--- src/rtl/bcd_mod_counter.sv ---
// Multi-digit BCD up/down counter with a programmable modulus.
// Supports parallel load with range checking, hold, and cascading through
// registered carry/borrow pulses. Digit 0 (least significant) lives in [3:0].
module bcd_mod_counter #(
  parameter int DIGITS  = 2,
  parameter int MODULUS = 24
) (
  input  logic                clk,
  input  logic                rst,
  input  logic                step_en_i,
  input  logic                up_i,
  input  logic                down_i,
  input  logic                hold_i,
  input  logic                load_i,
  input  logic [4*DIGITS-1:0] load_val_i,
  output logic [4*DIGITS-1:0] count_o,
  output logic                carry_o,
  output logic                borrow_o,
  output logic                load_err_o,
  output logic                at_zero_o,
  output logic                at_max_o
);

  localparam int W      = 4 * DIGITS;
  localparam int MAX_MOD = 10 ** DIGITS;

  // Reject illegal parameterisations at elaboration time
  generate
    if (DIGITS < 1 || DIGITS > 4) begin : gBadDigits
      $error("bcd_mod_counter: DIGITS must be in 1..4");
    end
    if (MODULUS < 2 || MODULUS > MAX_MOD) begin : gBadModulus
      $error("bcd_mod_counter: MODULUS must be in 2..10**DIGITS");
    end
  endgenerate

  // Converts a binary constant to packed BCD; used only at elaboration
  function automatic logic [W-1:0] toBcd(input int value);
    int            v;
    logic [W-1:0]  r;
    v = value;
    r = '0;
    for (int i = 0; i < DIGITS; i++) begin
      r[4*i +: 4] = 4'(v % 10);
      v = v / 10;
    end
    return r;
  endfunction

  // BCD increment by one; a digit at 9 wraps to 0 and ripples upward
  function automatic logic [W-1:0] bcdInc(input logic [W-1:0] value);
    logic [W-1:0] r;
    logic         c;
    logic [3:0]   digit;
    r = value;
    c = 1'b1;
    for (int i = 0; i < DIGITS; i++) begin
      digit = value[4*i +: 4];
      if (c) begin
        if (digit == 4'd9) begin
          r[4*i +: 4] = 4'd0;
        end else begin
          r[4*i +: 4] = digit + 4'd1;
          c = 1'b0;
        end
      end
    end
    return r;
  endfunction

  // BCD decrement by one; a digit at 0 wraps to 9 and borrows upward
  function automatic logic [W-1:0] bcdDec(input logic [W-1:0] value);
    logic [W-1:0] r;
    logic         b;
    logic [3:0]   digit;
    r = value;
    b = 1'b1;
    for (int i = 0; i < DIGITS; i++) begin
      digit = value[4*i +: 4];
      if (b) begin
        if (digit == 4'd0) begin
          r[4*i +: 4] = 4'd9;
        end else begin
          r[4*i +: 4] = digit - 4'd1;
          b = 1'b0;
        end
      end
    end
    return r;
  endfunction

  // Terminal count in BCD; valid BCD vectors order the same as unsigned binary,
  // so range checks compare the packed BCD directly
  localparam logic [W-1:0] MAX_BCD = toBcd(MODULUS - 1);

  logic [W-1:0] count_q, count_d;
  logic         carry_q, carry_d;
  logic         borrow_q, borrow_d;
  logic         loadErr_q, loadErr_d;
  logic         loadDigitsOk;
  logic         loadOk;
  logic         atZero;
  logic         atMax;

  assign atZero = (count_q == '0);
  assign atMax  = (count_q == MAX_BCD);

  // Load is accepted only when every digit is decimal and the value is in range
  always_comb begin
    loadDigitsOk = 1'b1;
    for (int i = 0; i < DIGITS; i++) begin
      if (load_val_i[4*i +: 4] > 4'd9) begin
        loadDigitsOk = 1'b0;
      end
    end
    loadOk = loadDigitsOk && (load_val_i <= MAX_BCD);
  end

  // Next count and pulse selection, priority hold > load > up > down
  always_comb begin
    count_d   = count_q;
    carry_d   = 1'b0;
    borrow_d  = 1'b0;
    loadErr_d = 1'b0;
    if (hold_i) begin
      count_d = count_q;
    end else if (load_i) begin
      if (loadOk) begin
        count_d = load_val_i;
      end else begin
        loadErr_d = 1'b1;
      end
    end else if (up_i && step_en_i) begin
      if (atMax) begin
        count_d = '0;
        carry_d = 1'b1;
      end else begin
        count_d = bcdInc(count_q);
      end
    end else if (down_i && !up_i && step_en_i) begin
      if (atZero) begin
        count_d  = MAX_BCD;
        borrow_d = 1'b1;
      end else begin
        count_d = bcdDec(count_q);
      end
    end
  end

  // Count and pulse registers with synchronous reset
  always_ff @(posedge clk) begin
    if (rst) begin
      count_q   <= '0;
      carry_q   <= 1'b0;
      borrow_q  <= 1'b0;
      loadErr_q <= 1'b0;
    end else begin
      count_q   <= count_d;
      carry_q   <= carry_d;
      borrow_q  <= borrow_d;
      loadErr_q <= loadErr_d;
    end
  end

  assign count_o    = count_q;
  assign carry_o    = carry_q;
  assign borrow_o   = borrow_q;
  assign load_err_o = loadErr_q;
  assign at_zero_o  = atZero;
  assign at_max_o   = atMax;

endmodule
--- config.mk ---
export PLATFORM = sky130hd
export DESIGN_NAME = bcd_mod_counter
export DESIGN_NICKNAME = d
export VERILOG_FILES = /design/src/rtl/bcd_mod_counter.sv
export SDC_FILE = /design/constraint.sdc
export NUM_CORES = 1
export LEC_CHECK = 0
export ABC_AREA = 1
export CAP_MARGIN = 10
export CORE_MARGIN = 3
export CORE_UTILIZATION = 45
export CTS_CLUSTER_SIZE = 20
export DETAILED_ROUTE_END_ITERATION = 8
export PLACE_DENSITY = 0.75
export REMOVE_ABC_BUFFERS = 1
export SLEW_MARGIN = 15
export SYNTH_ARGS = -nofsm -noshare
export SYNTH_HDL_FRONTEND = slang
export SYNTH_SLANG_ARGS = --single-unit
--- constraint.sdc ---
create_clock -name clk -period 4.4 [get_ports clk]
set_input_delay 0.66 -clock clk [delete_from_list [all_inputs] [get_ports clk]]
set_output_delay 0.66 -clock clk [all_outputs]
set_load 0.005 [all_outputs]
# Yosys cells after proc, flatten, opt, wreduce, memory -nomap -nowiden
# Cells that the tools add are included.
[totals]
register_bits = 11
inputBits = 15
out_inout_bits = 13
word_cells = 64
[classes]
n_addsub = 4
order_cmp = 3
n_eq_ne = 5
muxes = 28
n_bitwise = 4
n_reduce_logical = 15
[ops]
columns = ["operator", "count"]
rows = [
  ["8-bit two-way mux", 6],
  ["4-bit two-way mux", 6],
  ["1-bit two-way mux", 16],
  ["4-bit by 1-bit adder with 4-bit output (second input constant)", 2],
  ["4-bit == test (second input constant)", 2],
  ["8-bit by 6-bit == test with 1-bit output (second input constant)", 1],
  ["4-bit greater-than comparator (second input constant)", 2],
  ["8-bit by 6-bit less-or-equal comparator with 1-bit output (second input constant)", 1],
  ["4-bit zero test", 2],
  ["8-bit zero test", 1],
  ["4-bit by 1-bit subtractor with 4-bit output (second input constant)", 2],
  ["5-bit AND reduction", 1],
  ["5-bit OR reduction", 1],
  ["1-bit logical AND", 4],
  ["4-bit by 3-bit inequality test with 1-bit output (second input constant)", 1],
  ["1-bit NOT", 4],
  ["4-bit nonzero test", 1],
  ["4-bit OR reduction", 1],
  ["3-bit AND reduction", 1],
  ["3-bit nonzero test", 1],
  ["3-bit OR reduction", 1],
  ["2-bit by 1-bit inequality test with 1-bit output (second input constant)", 1],
  ["1-bit zero test", 1],
]

# Depth between registers and ports, before layout
# Gate-level depths: netlist of run 1.
[depth]
word_depth = 12
ltp_mapped = 13
ltp_nobuf = 13

# Worst setup path after synthesis of run 1
# OpenSTA, ideal clock, no wires.
[synth_timing]
path_kind = "flip-flop to output port"
start = "reg count_q[4] (netlist: count_o[4])"
end = "out at_max_o"
arrival_ps = 994
required_time_ps = 3740
path_slack_ps = 2746
path_stages_with_launch = 7
n_path_buf = 0
path_cell_list = "dfxtp_1 inv_1 ha_1 nand2_1 inv_1 nand3_4 inv_1"
[synth_via]
elab_chain_cells = 1
[synth_lines]
columns = ["item", "line_no", "text"]
rows = [
  ["start: declaration", "96", "logic [W-1:0] count_q, count_d;"],
  ["start signal: assignment", "158", "count_q <= count_d;"],
  ["8-bit by 6-bit == test with 1-bit output", "106", "assign atMax = (count_q == MAX_BCD);"],
  ["end: declaration", "21", "output logic at_max_o"],
]
# No other way between the ends.

# Worst setup path after layout of run 1
# Ends and elaborated chain as after synthesis.

==> flow_summary.yaml, run 1 <==
status:
  status: "finished clean"
worst_setup_path:
  critPathKind: "register to output port"
  crit_path_max_fanout: 7
  crit_family: "buffers and inverters"
  end_kind: "output port"
  cp_slowest_cell: "dfxtp_1"
  crit_chain: "inv_1 > ha_1 > nand2_1 > inv_1 > nand3_4 > inv_1 > clkdlybuf4s50_1"
  crit_path_start_kind: "register"
  r2r_slack_ns: 2.64
  critPathBufInv: 4
  cp_common_cell: "inv_1"
  slowest_delay_ns: 0.50
  worst-endpoint-required_ns: 3.74
  critical_path_arrival_ns: 1.89
detailed_routing:
  vias: 1135
  dr.first_iter.drc_count: 29
  drcViolationCount: 0
  firstDrtPassIters: 4
  routed_wl_um: 2750
  drt.antenna.violating_nets: 0
  avgViaCountPerCell: 5.14
  wire_per_inst_um: 12.4
timing:
  fin_crit_ns: 2.55
  slew-limit-headroom_pct: 67.1
  rsz0062_at_grt: "no"
  slew_viol_final: 0
  finalHoldViolCount: 0
  layout_worst_path_cycle_share_pct: 58.0
  setup_tns_ns: 0
  fmax_mhz: 392
  setup-violations-final: 0
  tightestPinTransition_ns: 0.492
  finClkSkew_ns: 0.00383
cts:
  cts_buffer_depth: 2
  htree_levels: 1
  cts_tree: "done"
  cts.sinks: 11
  path_clk_slew_ns: 0.07
  numCtsBuffers: 3
  postCtsResizedCells: 0
  cts_hold_buf: 0
  post-cts-setup-buffer-count: 0
  cts_root_buf: "clkbuf_4"
  clock_latency_ns: 0.26
synthesis:
  syn-cell-area_sq_um: 1090
  synth_top_area_share_pct: 20.3
  yosysMostFrequentCell: "nand2_1"
  synth-seq-cells: 11
  syn_inst: 164
  syn-mean-instance-area_sq_um: 6.63
  yosys_warnings: 0
  synth-edff-count: 0
  synth.area.top_cells: "dfxtp_1 (20%), nand2_1 (13%), ha_1 (9.2%)"
  yosysSeqAreaShare_pct: 20.3
  synthTopCellsByCount: "nand2_1 (38), nor2_1 (22), inv_1 (17), nand3_1 (12)"
  synthArstFlopShare_pct: 0
  synth_cell_types: 27
  yosys.area.top_type: "dfxtp_1"
  ys.flop_type: "dfxtp_1"
placed_design:
  io_buffers: 27
  post_dp_cell_area_sq_um: 1380
  dp_hpwl_um: 2250
  globalplace.congestion: 0.873
die:
  die_h_um: 55.2
  die_w_um: 55.2
  core_sq_um: 2250
  dieArea_sq_um: 3040
  core.rowCount: 17
  io_pins: 28
  start_util_pct: 48.2
flow_run:
  maxCapViolCount: 0
hold_path:
  hp-class: "register to register"
global_route:
  grt_max_degree: 14
  grt_antenna_before_repair: 0
  grt_pass1_wl_um: 4390
  grt_usage_pct: 19.9
  grt_pass1_vias: 1008
  grt_overflow: 0
power_and_ir_drop:
  p_per_area_nw_per_um2: 222
  p_leak_nw: 0.637
  peakVddDrop_uv: 245
final_layout:
  design_area_sq_um: 1400
  multiInputGateArea_sq_um: 768
  seq_area_sq_um: 220
  area_delta_synth_final_pct: 29.1
  drive_above_1_share_pct: 15.0
  fin_nets: 217
  fillers: 229
  n_antenna_cell: 0
sequential cells by signal (all words and copies together), names as in the netlist:
name,flops
borrow_o,1
carry_o,1
load_err_o,1
count_o,8
metal layers:
layer	vias up	GRT usage (%)	part of all wire [%]
met4	0	2.02	0
met5	-	0	0
met2	41	35.2	50
li1	581	-	-
met1	513	24.6	44
met3	0	5.63	6.0
through the flow:
stage,instances,util [%],hold WS (ns),power (W),setup slack [ns]
2_1_floorplan,162,-,0.544,0.000197,2.75
3_3_place_gp,217,61.1,0.575,0.000244,2.05
3_5_place_dp,217,61.1,0.599,0.000247,2.05
4_1_cts,221,62.3,0.611,0.000313,1.86
5_1_grt,221,62.3,0.645,0.000333,1.72
6_report,221,62.3,0.605,0.000311,1.85
worst paths after layout:
kind                                start                       to  depth (start not counted)
setup / recovery  count_o[4]$_SDFFE_PP0P_                 at_max_o                          7
hold / removal    count_o[1]$_SDFFE_PP0P_  count_o[1]$_SDFFE_PP0P_                          2
setup reg to reg  count_o[4]$_SDFFE_PP0P_  count_o[4]$_SDFFE_PP0P_                         13
hold reg to reg   count_o[1]$_SDFFE_PP0P_  count_o[1]$_SDFFE_PP0P_                          2
area by class of cell:
cell class,instances,share of cell area [%]
clock buffers,4,1.87
inverters,21,5.97
multi-input cells,130,54.7
flip-flops and latches,11,15.7
well taps,28,2.50
repair buffers,27,19.3
tightest hold or removal path, cell delays in order, from the launching register on:
cell and delay, ns:
dfxtp_1 0.36, o21ai_1 0.16, nor2_1 0.05
layout by cell type (no fill, tap or decap):
cell type and count:
a21oi_2 2, inv_4 2, ha_1 8, nor2_1 22, nand4_1 4, xor2_1 4
nor2_2 3, o21ai_0 3, a21boi_1 1, nand2_4 2, clkdlybuf4s50_1 27, clkbuf_1 1
o21ai_1 11, nand2_2 3, o211ai_1 2, nand4_2 1, nand3_1 12, nor2_4 7
nand3_4 1, inv_2 2, nand2_1 38, o21ai_2 1, a21oi_1 1, dfxtp_1 11
nand3_2 2, clkbuf_4 3, nor3_1 2, inv_1 17
report_power, final:
part / total (W) / internal (W) / switching [W]
Sequential: 0.000117 / 0.000105 / 0.0000122
Combinational: 0.000128 / 0.0000574 / 0.0000704
Clock: 0.0000665 / 0.0000350 / 0.0000315
logic make-up after synthesis:
logic type / count (synthesis) / share of synthesized area (%)
AO/OA/AOI/OAI: 21 / 11.4
XOR/XNOR: 4 / 3.22
adder cells (fa/ha/maj): 8 / 9.21
buffers and inverters: 23 / 9.09
flip-flops: 11 / 20.3
AND/OR/NAND/NOR: 97 / 46.8
(Power assumes the default switching activity.)
==> inputs of run 2 (changes only) <==
--- a/config.mk
+++ b/config.mk
@@ -8,10 +8,10 @@
 export ABC_AREA = 1
 export CAP_MARGIN = 10
 export CORE_MARGIN = 3
-export CORE_UTILIZATION = 45
+export CORE_UTILIZATION = 44
 export CTS_CLUSTER_SIZE = 20
 export DETAILED_ROUTE_END_ITERATION = 8
-export PLACE_DENSITY = 0.75
+export PLACE_DENSITY = 0.76
 export REMOVE_ABC_BUFFERS = 1
 export SLEW_MARGIN = 15
 export SYNTH_ARGS = -nofsm -noshare
==> constraint.sdc (replaced) <==
create_clock -name clk -period 2.3 [get_ports clk]
set_input_delay 0.345 -clock clk [delete_from_list [all_inputs] [get_ports clk]]
set_output_delay 0.345 -clock clk [all_outputs]
set_load 0.005 [all_outputs]
==> run 2 against run 1 <==
  * Power increased by 93%
  * Flip-flop and latch count unchanged
  * Count of clock-buffer cells in the layout unchanged
  * Critical path depth decreased by 2
  * Sequential share of layout area decreased by 0.083 points
  * Clock power increased by 92%
  * Wire length decreased by 1.2%
  * Largest cell class unchanged
  * Largest power group unchanged
  * Highest routed layer is now met4
==> flow_summary.yaml, run 2 (same netlist as run 1, synthesis figures left out) <==
global_route:
  grt_overflow: 0
  grt_pass1_vias: 1054
  grt_usage_pct: 17.6
  grt_max_degree: 12
  grt_pass1_wl_um: 4570
  grt_antenna_before_repair: 0
final_layout:
  fin_nets: 218
  largest_reg_flops: 8
  fin_util_pct: 62.0
  n_antenna_cell: 0
  drive_above_1_share_pct: 15.5
  area_delta_synth_final_pct: 29.8
  final_common_cell: "nand2_1"
  final_cell_mix: "nand2_1 (38), clkdlybuf4s50_1 (27), nor2_1 (22)"
flow_run:
  maxCapViolCount: 0
worst_setup_path:
  worst-endpoint-required_ns: 1.96
  critPathKind: "register to output port"
  crit_path_max_fanout: 7
  r2r_slack_ns: 0.65
  critPathBufInv: 2
  cp_slowest_cell: "clkdlybuf4s50_1"
  crit_family: "buffers and inverters"
  crit_path_start_kind: "register"
  critical_path_arrival_ns: 1.81
  crit_chain: "inv_1 > ha_1 > nand2_2 > nor2_4 > clkdlybuf4s50_1"
  slowest_delay_ns: 0.51
  end_kind: "output port"
timing:
  slew-limit-headroom_pct: 72.0
  setup-violations-final: 0
  tightestPinTransition_ns: 0.419
  timing.hold.ws_ns: 0.593
  layout_worst_path_cycle_share_pct: 93.8
  fmax_mhz: 464
  fin_crit_ns: 2.16
  finalHoldViolCount: 0
  rsz0062_at_grt: "no"
  finClkSkew_ns: 0.00269
  setup_tns_ns: 0
  slew_viol_final: 0
power_and_ir_drop:
  power_w: 0.000600
  p_leak_nw: 0.642
  p_per_area_nw_per_um2: 425
  peakVddDrop_uv: 260
die:
  dieArea_sq_um: 3100
  start_util_pct: 47.8
  io_pins: 28
  core_sq_um: 2280
  core.rowCount: 17
  die_h_um: 55.7
  die_w_um: 55.7
detailed_routing:
  avgViaCountPerCell: 4.97
  drt.antenna.violating_nets: 0
  drcViolationCount: 0
  wire_per_inst_um: 12.2
  top_layer_used: "met4"
  vias: 1103
  routed_wl_um: 2710
  wl_met2_um: 1220
  wl_met3_um: 97
  firstDrtPassIters: 4
  dr.first_iter.drc_count: 44
  drt-met1-wl_um: 1370
cts:
  clock_latency_ns: 0.26
  path_clk_slew_ns: 0.07
  htree_levels: 1
  cts.sinks: 11
  cts_buffer_depth: 2
  cts_tree: "done"
  cts_hold_buf: 0
  postCtsResizedCells: 0
  numCtsBuffers: 3
  post-cts-setup-buffer-count: 0
  cts_root_buf: "clkbuf_4"
hold_path:
  hp-class: "register to register"
placed_design:
  globalplace.congestion: 0.845
  io_buffers: 27
  dp_hpwl_um: 2170
status:
  status: "finished clean"
run 2: cell types whose count changed in the layout (fill, tap and decap cells not counted):
cell | before | now
buf_4 | 0 | 1
run 2: final timing paths:
| path | from | endpoint | cells past startpoint |
|---|---|---|---|
| worst max-delay path | count_o[4]$_SDFFE_PP0P_ | at_zero_o | 5 |
| worst min-delay path | count_o[1]$_SDFFE_PP0P_ | count_o[1]$_SDFFE_PP0P_ | 2 |
| worst max register to register | count_o[4]$_SDFFE_PP0P_ | count_o[4]$_SDFFE_PP0P_ | 10 |
| worst min register to register | count_o[1]$_SDFFE_PP0P_ | count_o[1]$_SDFFE_PP0P_ | 2 |
run 2: layer usage:
metal | global-route usage, % | vias up
li1 | - | 588
met1 | 24.3 | 489
met2 | 28.0 | 22
met3 | 2.55 | 4
met4 | 5.21 | 0
met5 | 0 | -
run 2: final cells by class:
cell class	instances	area [sq um]
clock buffers	4	26.3
fillers	216	865
inverters	21	83.8
multi-input cells	130	768
flip-flops and latches	11	220
well taps	28	35.0
repair buffers	28	278
run 2: tightest hold or removal path, delay by kind of cell, from the launching register on:
family             cells  cell delay [ns]
DFF                    1             0.36
and+or+nand+nor        1             0.04
AOI/OAI and AO/OA      1             0.15
run 2: power by group:
group | switching (W) | total, W | leakage, nW | internal (W)
clock network | 0.0000608 | 0.000128 | 0.0150 | 0.0000670
logic | 0.000139 | 0.000250 | 0.537 | 0.000111
registers | 0.0000212 | 0.000222 | 0.0898 | 0.000201
total | 0.000221 | 0.000600 | 0.642 | 0.000379
run 2: metrics by stage:
step,instances,setup WS [ns],cell area (sq um)
after CTS,222,0.131,1410
after global placement,218,0.451,1390
final,222,0.143,1410
after detailed placement,218,0.396,1390
after global routing,222,0.00786,1410
after floorplan,162,0.818,1070
